**src/rtl/if_stage.sv**
```systemverilog
// Instruction-fetch stage: PC register, fetch redirect/stall control and the IF/ID register.
// Optional stall/flush counters are compiled in when IF_PERF_CNT_EN is defined.
module if_stage #(
  parameter logic [31:0] RESET_PC = 32'h0000_0000,
  parameter int unsigned PC_STEP  = 4
) (
  input  logic        clk,
  input  logic        rst,
  input  logic        pc_write,
  input  logic        if_id_write,
  input  logic        pcsrc,
  input  logic [1:0]  ex_mem_sel,
  input  logic [31:0] jr_target,
  output logic [31:0] imem_addr,
  input  logic [31:0] imem_rdata,
  output logic [31:0] pc,
  output logic [31:0] if_id_instr,
  output logic [31:0] if_id_pc4,
  output logic        if_id_valid
`ifdef IF_PERF_CNT_EN
  ,
  output logic [31:0] stall_cnt,
  output logic [31:0] flush_cnt
`endif
);

  localparam logic [1:0] SEL_BRANCH = 2'b00;
  localparam logic [1:0] SEL_JR     = 2'b01;
  localparam logic [1:0] SEL_JUMP   = 2'b10;
  localparam logic [1:0] SEL_RSVD   = 2'b11;

  function automatic logic [31:0] branch_target(input logic [31:0] base, input logic [15:0] imm);
    logic signed [31:0] offset;
    offset = {{14{imm[15]}}, imm, 2'b00};
    return base + unsigned'(offset);
  endfunction

  function automatic logic [31:0] jump_target(input logic [3:0] region, input logic [25:0] index);
    return {region, index, 2'b00};
  endfunction

  logic [31:0] pc_p0;
  logic [31:0] instr_p1;
  logic [31:0] pc4_p1;
  logic        vld_p1;
  logic [31:0] pc_seq;
  logic [31:0] pc_next;
  logic        redirect;
  logic        flush;

  assign pc_seq   = pc_p0 + 32'(PC_STEP);
  assign redirect = pcsrc & vld_p1 & (ex_mem_sel != SEL_RSVD);
  assign flush    = pc_write & redirect;

  always_comb begin
    pc_next = pc_seq;
    if (redirect) begin
      case (ex_mem_sel)
        SEL_BRANCH: pc_next = branch_target(pc4_p1, instr_p1[15:0]);
        SEL_JUMP:   pc_next = jump_target(pc4_p1[31:28], instr_p1[25:0]);
        SEL_JR:     pc_next = jr_target;
        default:    pc_next = pc_seq;
      endcase
    end
  end

  // Stage boundary: PC (p0) and IF/ID register (p1); a stalled PC ignores redirects
  always_ff @(posedge clk) begin
    if (rst) begin
      pc_p0    <= RESET_PC;
      instr_p1 <= '0;
      pc4_p1   <= '0;
      vld_p1   <= 1'b0;
    end else begin
      if (pc_write) pc_p0 <= pc_next;
      if (flush) begin
        instr_p1 <= '0;
        pc4_p1   <= '0;
        vld_p1   <= 1'b0;
      end else if (if_id_write && !redirect) begin
        instr_p1 <= imem_rdata;
        pc4_p1   <= pc_seq;
        vld_p1   <= 1'b1;
      end
    end
  end

`ifdef IF_PERF_CNT_EN
  always_ff @(posedge clk) begin
    if (rst) begin
      stall_cnt <= '0;
      flush_cnt <= '0;
    end else begin
      if (!pc_write) stall_cnt <= stall_cnt + 32'd1;
      if (flush)     flush_cnt <= flush_cnt + 32'd1;
    end
  end
`endif

  assign pc          = pc_p0;
  assign imem_addr   = pc_p0;
  assign if_id_instr = instr_p1;
  assign if_id_pc4   = pc4_p1;
  assign if_id_valid = vld_p1;

endmodule

```
**config.mk**
```make
export PLATFORM = sky130hd
export DESIGN_NAME = if_stage
export DESIGN_NICKNAME = d
export VERILOG_FILES = /design/src/rtl/if_stage.sv
export SDC_FILE = /design/constraint.sdc
export NUM_CORES = 1
export LEC_CHECK = 0
export CAP_MARGIN = 20
export CORE_ASPECT_RATIO = 0.5
export CORE_MARGIN = 3
export CORE_UTILIZATION = 45
export DETAILED_ROUTE_END_ITERATION = 8
export HOLD_SLACK_MARGIN = 0.1
export PLACE_DENSITY = 0.85
export SYNTH_ARGS = -nofsm -noshare
export SYNTH_HDL_FRONTEND = slang
export SYNTH_SLANG_ARGS = --single-unit
```
**constraint.sdc**
```tcl
create_clock -name clk -period 6.57 [get_ports clk]
set_input_delay 0.657 -clock clk [delete_from_list [all_inputs] [get_ports clk]]
set_output_delay 0.657 -clock clk [all_outputs]
set_load 0.1 [all_outputs]
```
Word level (Yosys, flattened, before mapping)
Index checks and enable logic that the tools add are counted.
- register bits: 97
- input port bits: 71
- output and inout bits: 129
- equality and inequality tests: 3
- add/sub/neg operators: 2
- bitwise gates (word level): 3
- reduce and logical (&&, ||, !) cells: 4
- muxes and demuxes: 2
- operator list (cell ; number):
    $pmux 32 s3 ; 1
    $add 32x3->32 const B ; 1
    $add 32x32->32 ; 1
    $mux 32 ; 1
    $and 1x1->1 ; 3
    $eq 2x1->1 const B ; 1
    $eq 2x2->1 const B ; 1
    $logic_not 2->1 ; 1
    $ne 2x2->1 const B ; 1
    $reduce_or 2->1 ; 1
    $logic_and 1x1->1 ; 1
    $logic_not 1->1 ; 1

Depth between registers and ports, before layout
- depth after elaboration: 4
- mapped depth: 12
- gate-level depth less buffers: 12

Worst setup path before layout
OpenSTA, ideal clock, no wires.
- path type: register to register
- from: reg instr_p1[15], in the netlist if_id_instr[15]
- to: reg pc_p0[31], in the netlist imem_addr[31]
- library setup time: 0.130 ns
- slack: 3.227 ns
- clock period less this slack: 3.343 ns
- stages on the path, launching flop included: 11
- data arrival time: 3.213 ns
- path buffers: 0
- cell sequence: dfxtp_1 ha_1 a21oi_2 nor2b_1 or3_1 or3_1 o31ai_1 and3b_1 nor3_2 xnor2_1 o22ai_1
- word-level cells in the longest chain between the ends: 3
- ends and longest elaborated chain (element ; RTL line ; text):
    start, declared ; 43 ; logic [31:0] instr_p1;
    start signal, assigned ; 81 ; instr_p1 <= imem_rdata;
    $add 32x32->32 ; 35 ; return base + unsigned'(offset);
    $pmux 32 s3 ; 58 ; case (ex_mem_sel)
    $mux 32 ; 57 ; if (redirect) begin
    end signal, assigned ; 75 ; if (pc_write) pc_p0 <= pc_next;
    end, declared ; 42 ; logic [31:0] pc_p0;
No other way between the ends.
A chain may end at the register's enable or synchronous reset.

Worst setup path after layout
- from: in ex_mem_sel[1]
- to: reg pc4_p1[20], in the netlist if_id_pc4[20]
- word-level cells in the longest chain between the ends: 4
- elaborated cells on any way between the ends: 6
- ends and longest elaborated chain (element ; RTL line ; text):
    start, declared ; 12 ; input logic [1:0] ex_mem_sel,
    $ne 2x2->1 (*) ; 52 ; assign redirect = pcsrc & vld_p1 & (ex_mem_sel != SEL_RSVD);
    $and 1x1->1 (*) ; 52 ;
    $and 1x1->1 or $logic_not 1->1 (tied branches) ; 53, 80 ;
    $reduce_or 2->1 (no line) or $logic_and 1x1->1 (tied branches) ; -- ;
    end signal, assigned ; 82 ; pc4_p1 <= pc_seq;
    end, declared ; 44 ; logic [31:0] pc4_p1;
Every way passes the cells marked *; elsewhere a longest branch is shown, timed or not.

==> summary.md <==
| Metric | Value |
|---|---|
| Status | `finished, final reports clean` |
| Root Buffer | `clkbuf_16` |
| Layout Nets | `between 1000 and 1500` |
| N_diodes | `0` |
| Setup Fix Bufs, Post-CTS | `0` |
| Max_cap viols | `0` |
| Clk buf depth | `2` |
| Cell accounting for the most synthesized area | `dfxtp_1` |
| Initial antenna violation count | `0` |
| GRT Util Overall | `about 27%` |
| Reg power frac | `34.7%` |
| CP max FO | `43` |
| Max-slew headroom | `about 30%` |
| H-tree depth | `3` |
| Netlist cell types | `82` |
| Sw Share | `between 30% and 40%` |
| Hold violation count in the final report | `0` |
| Syn_nets | `approximately 1000` |
| Critical Path AT | `4.09 ns` |
| Initial DRC count | `775` |
| Vias in the first global route | `roughly 6900` |
| Tot Pwr | `~0.0019 W` |
| I/O pin total | `200` |
| # resized after CTS | `0` |
| Count leader, synth | `nand2_1` |
| Endpoints failing setup | `0` |
| Top Usage Layer GRT | `met2` |
| Critical path startpoint category | `primary input` |
| Final Non-Filler Cells | `1230` |
| RSZ-0062 raised after global routing | `no` |
| Post-DP HPWL | `18.2 mm` |
| Switching pwr | `approximately 0.00075 W` |
| Part of the cycle the worst path needs | `around 58%` |
| Fmax | `between 200 and 300 MHz` |
| Core area | `~15000 um^2` |
| Least-Margin Pin Slew | `approximately 1.1 ns` |
| Die X-Extent | `180 um` |
| Worst-path clk slew | `around 0.070 ns` |
| # rows | `31` |
| Initial Util | `between 40% and 50%` |
| Routed wire length | `roughly 24 mm` |
| GRT met1 Usage | `between 30% and 40%` |
| Vias per cell | `6.05` |
| Crit-path cells | `clkdlybuf4s50_1 -> nand2_1 -> and3_1 -> buf_4 -> nand2_1 -> nand2b_2 -> buf_4 -> a211oi_1` |
| CP peak stage delay | `0.95 ns` |
| Mapped Area | `between 6000 and 7000 um^2` |
| Largest net degree at the start of global routing | `56` |
| Setup crit end kind | `flip-flop` |
| Critical path type | `primary input to flip-flop` |
| Setup ws final | `about 2.7 ns` |
| WP data required | `slightly below 7 ns` |
| Share of cells above drive strength 1 | `about 5.5%` |
| Hold Path Class | `flip-flop to flip-flop` |
| Combinational fraction of design power | `around a third` |
| Reg2Reg Depth | `10` |
| Hold Path Depth | `2` |
| Yosys reg bits | `97` |
| Syn. warnings | `0` |
| Clock Skew | `~0.0067 ns` |
| Drt drc | `0` |
| Clock sink count | `just under 100` |
| Antenna Violating Nets Remaining | `0` |
| Routability Congestion | `1.10` |
| Dpl ws | `between 2 and 2.5 ns` |
| Synth top area share | `28.6%` |
| Pwr/cell area | `214 nW/um^2` |
| Power share of the clock group | `a little under a third` |
| Area of the die | `roughly 17000 um^2` |
| Seq/Total Area, Yosys | `between 20% and 30%` |
| EDFF count, synth | `0` |
| Hold_buf cts | `0` |
| Area grow syn2layout | `32.5%` |
| Inserted Clock Buffers | `9` |
| Fillers | `between 1000 and 1500` |
| Family with the most delay on the worst path | `buffers and inverters` |
| Clock Latency Late Sink | `about 0.34 ns` |
| Top_reg_cell synth | `dfxtp_1` |
| TritonCTS clock tree | `done` |
| M2 GR Usage | `~44%` |
| Area contributors post-synth | `dfxtp_1 29%, nand2_1 7.9%, a21oi_1 7.4%` |
| First-pass GRT wire length | `~37 mm` |
| WP buf/inv | `3` |
| Global Route met3 Usage | `8.16%` |
| Die span in y | `92.8 um` |
| Max VDD drop | `roughly 140 uV` |
| Power Internal | `roughly 0.0012 W` |
| Reg2reg setup slack | `3.31 ns` |
| Setup_tns | `0 ns` |
| Routed wire length per instance | `19.5 um` |
| Max-slew violation count | `0` |
| Synth Instances | `~900` |
| Post-synth top cells | `143 x nand2_1, 101 x a21oi_1, 97 x dfxtp_1` |
| Pleak | `around 3.4 nW` |
| Tmin final | `~3.8 ns` |
| Logic depth of the worst setup path including buffers | `8` |
| Vias | `7447` |
| Grt total ovfl | `0` |
| Cell count after placement | `about 1200` |
| Async set or reset register ratio after synthesis | `0%` |
| IO buf count | `between 150 and 200` |
| Syn avg cell area | `7.58 um^2` |
| CP max stage cell | `clkdlybuf4s50_1` |
| TritonRoute pass-1 iters | `6` |
## path summary, 6_finish.rpt
path,to,from
setup reg to reg,imem_addr[31]$_SDFFE_PP0P_,if_id_instr[15]$_SDFFE_PP0P_
setup / recovery,if_id_pc4[20]$_SDFFE_PP0P_,ex_mem_sel[1]
hold reg to reg,if_id_instr[28]$_SDFFE_PP0P_,if_id_instr[28]$_SDFFE_PP0P_
hold / removal,if_id_instr[28]$_SDFFE_PP0P_,if_id_instr[28]$_SDFFE_PP0P_
## cells in the final DEF, fill, tap and decap left out, types with 6 or more instances in the layout
cell type	n
nor3_1	13
o21ai_0	45
ha_1	30
dfxtp_1	97
o21a_1	10
nand2_1	143
a21oi_1	101
nand2b_1	6
xnor2_1	26
nor2_1	72
a22o_1	8
clkbuf_16	9
nor2b_1	7
clkdlybuf4s50_1	199
a31oi_1	8
nand4_1	7
a221o_1	9
and3_1	9
buf_4	10
nor4_1	6
a221oi_1	6
inv_1	16
a211oi_1	34
xor2_1	22
nand3_1	19
a21o_1	13
## sequential cells by signal (all words and copies together) (netlist names)
signal and count:
if_id_instr 32, if_id_valid 1, if_id_pc4 32, imem_addr 32
## stage by stage
step	instance area [um^2]	hold slack [ns]	util, %
2_1_floorplan	6790	0.459	-
3_3_place_gp	8630	0.449	59.0
3_5_place_dp	8630	0.453	59.0
4_1_cts	8970	0.465	61.4
5_1_grt	8990	0.486	61.5
6_report	8990	0.465	61.5
## tightest hold or removal path: stages, from the launching register on
cell and delay, ns:
dfxtp_1 0.32, nand2_1 0.05, a21oi_1 0.05
## power groups by stage
stage	sequential, W	combinational (W)	clock, W
after floorplan	0.000894	0.000249	0
after global routing	0.000671	0.000682	0.000619
after global placement	0.000678	0.000636	0
after CTS	0.000665	0.000646	0.000600
after detailed placement	0.000678	0.000643	0
final	0.000667	0.000653	0.000600
## cell type report
class	instances	area [um^2]	area share [%]
Multi-Input combinational cell	693	4320	48.0
Timing Repair Buffer	210	2080	23.2
Sequential cell	97	1940	21.6
Clock buffer	12	267	2.96
Tap cell	198	248	2.76
Clock inverter	4	73.8	0.821
Inverter	16	60.1	0.668
## metal layers
layer  wire, um  vias up
li1           -     3456
met2      10800      415
met4        490        0
met3       2620       50
met5          0        -
met1      10100     3526
## cells by family after synthesis
logic type	count (synthesis)	share of synthesized area, %
simple gates	327	23.6
compound gates	282	27.2
mux	5	0.756
flops	97	28.6
xor+xnor	48	6.20
buf+inv	105	7.86
fa+ha+maj	31	5.83
(Power assumes the default switching activity.)
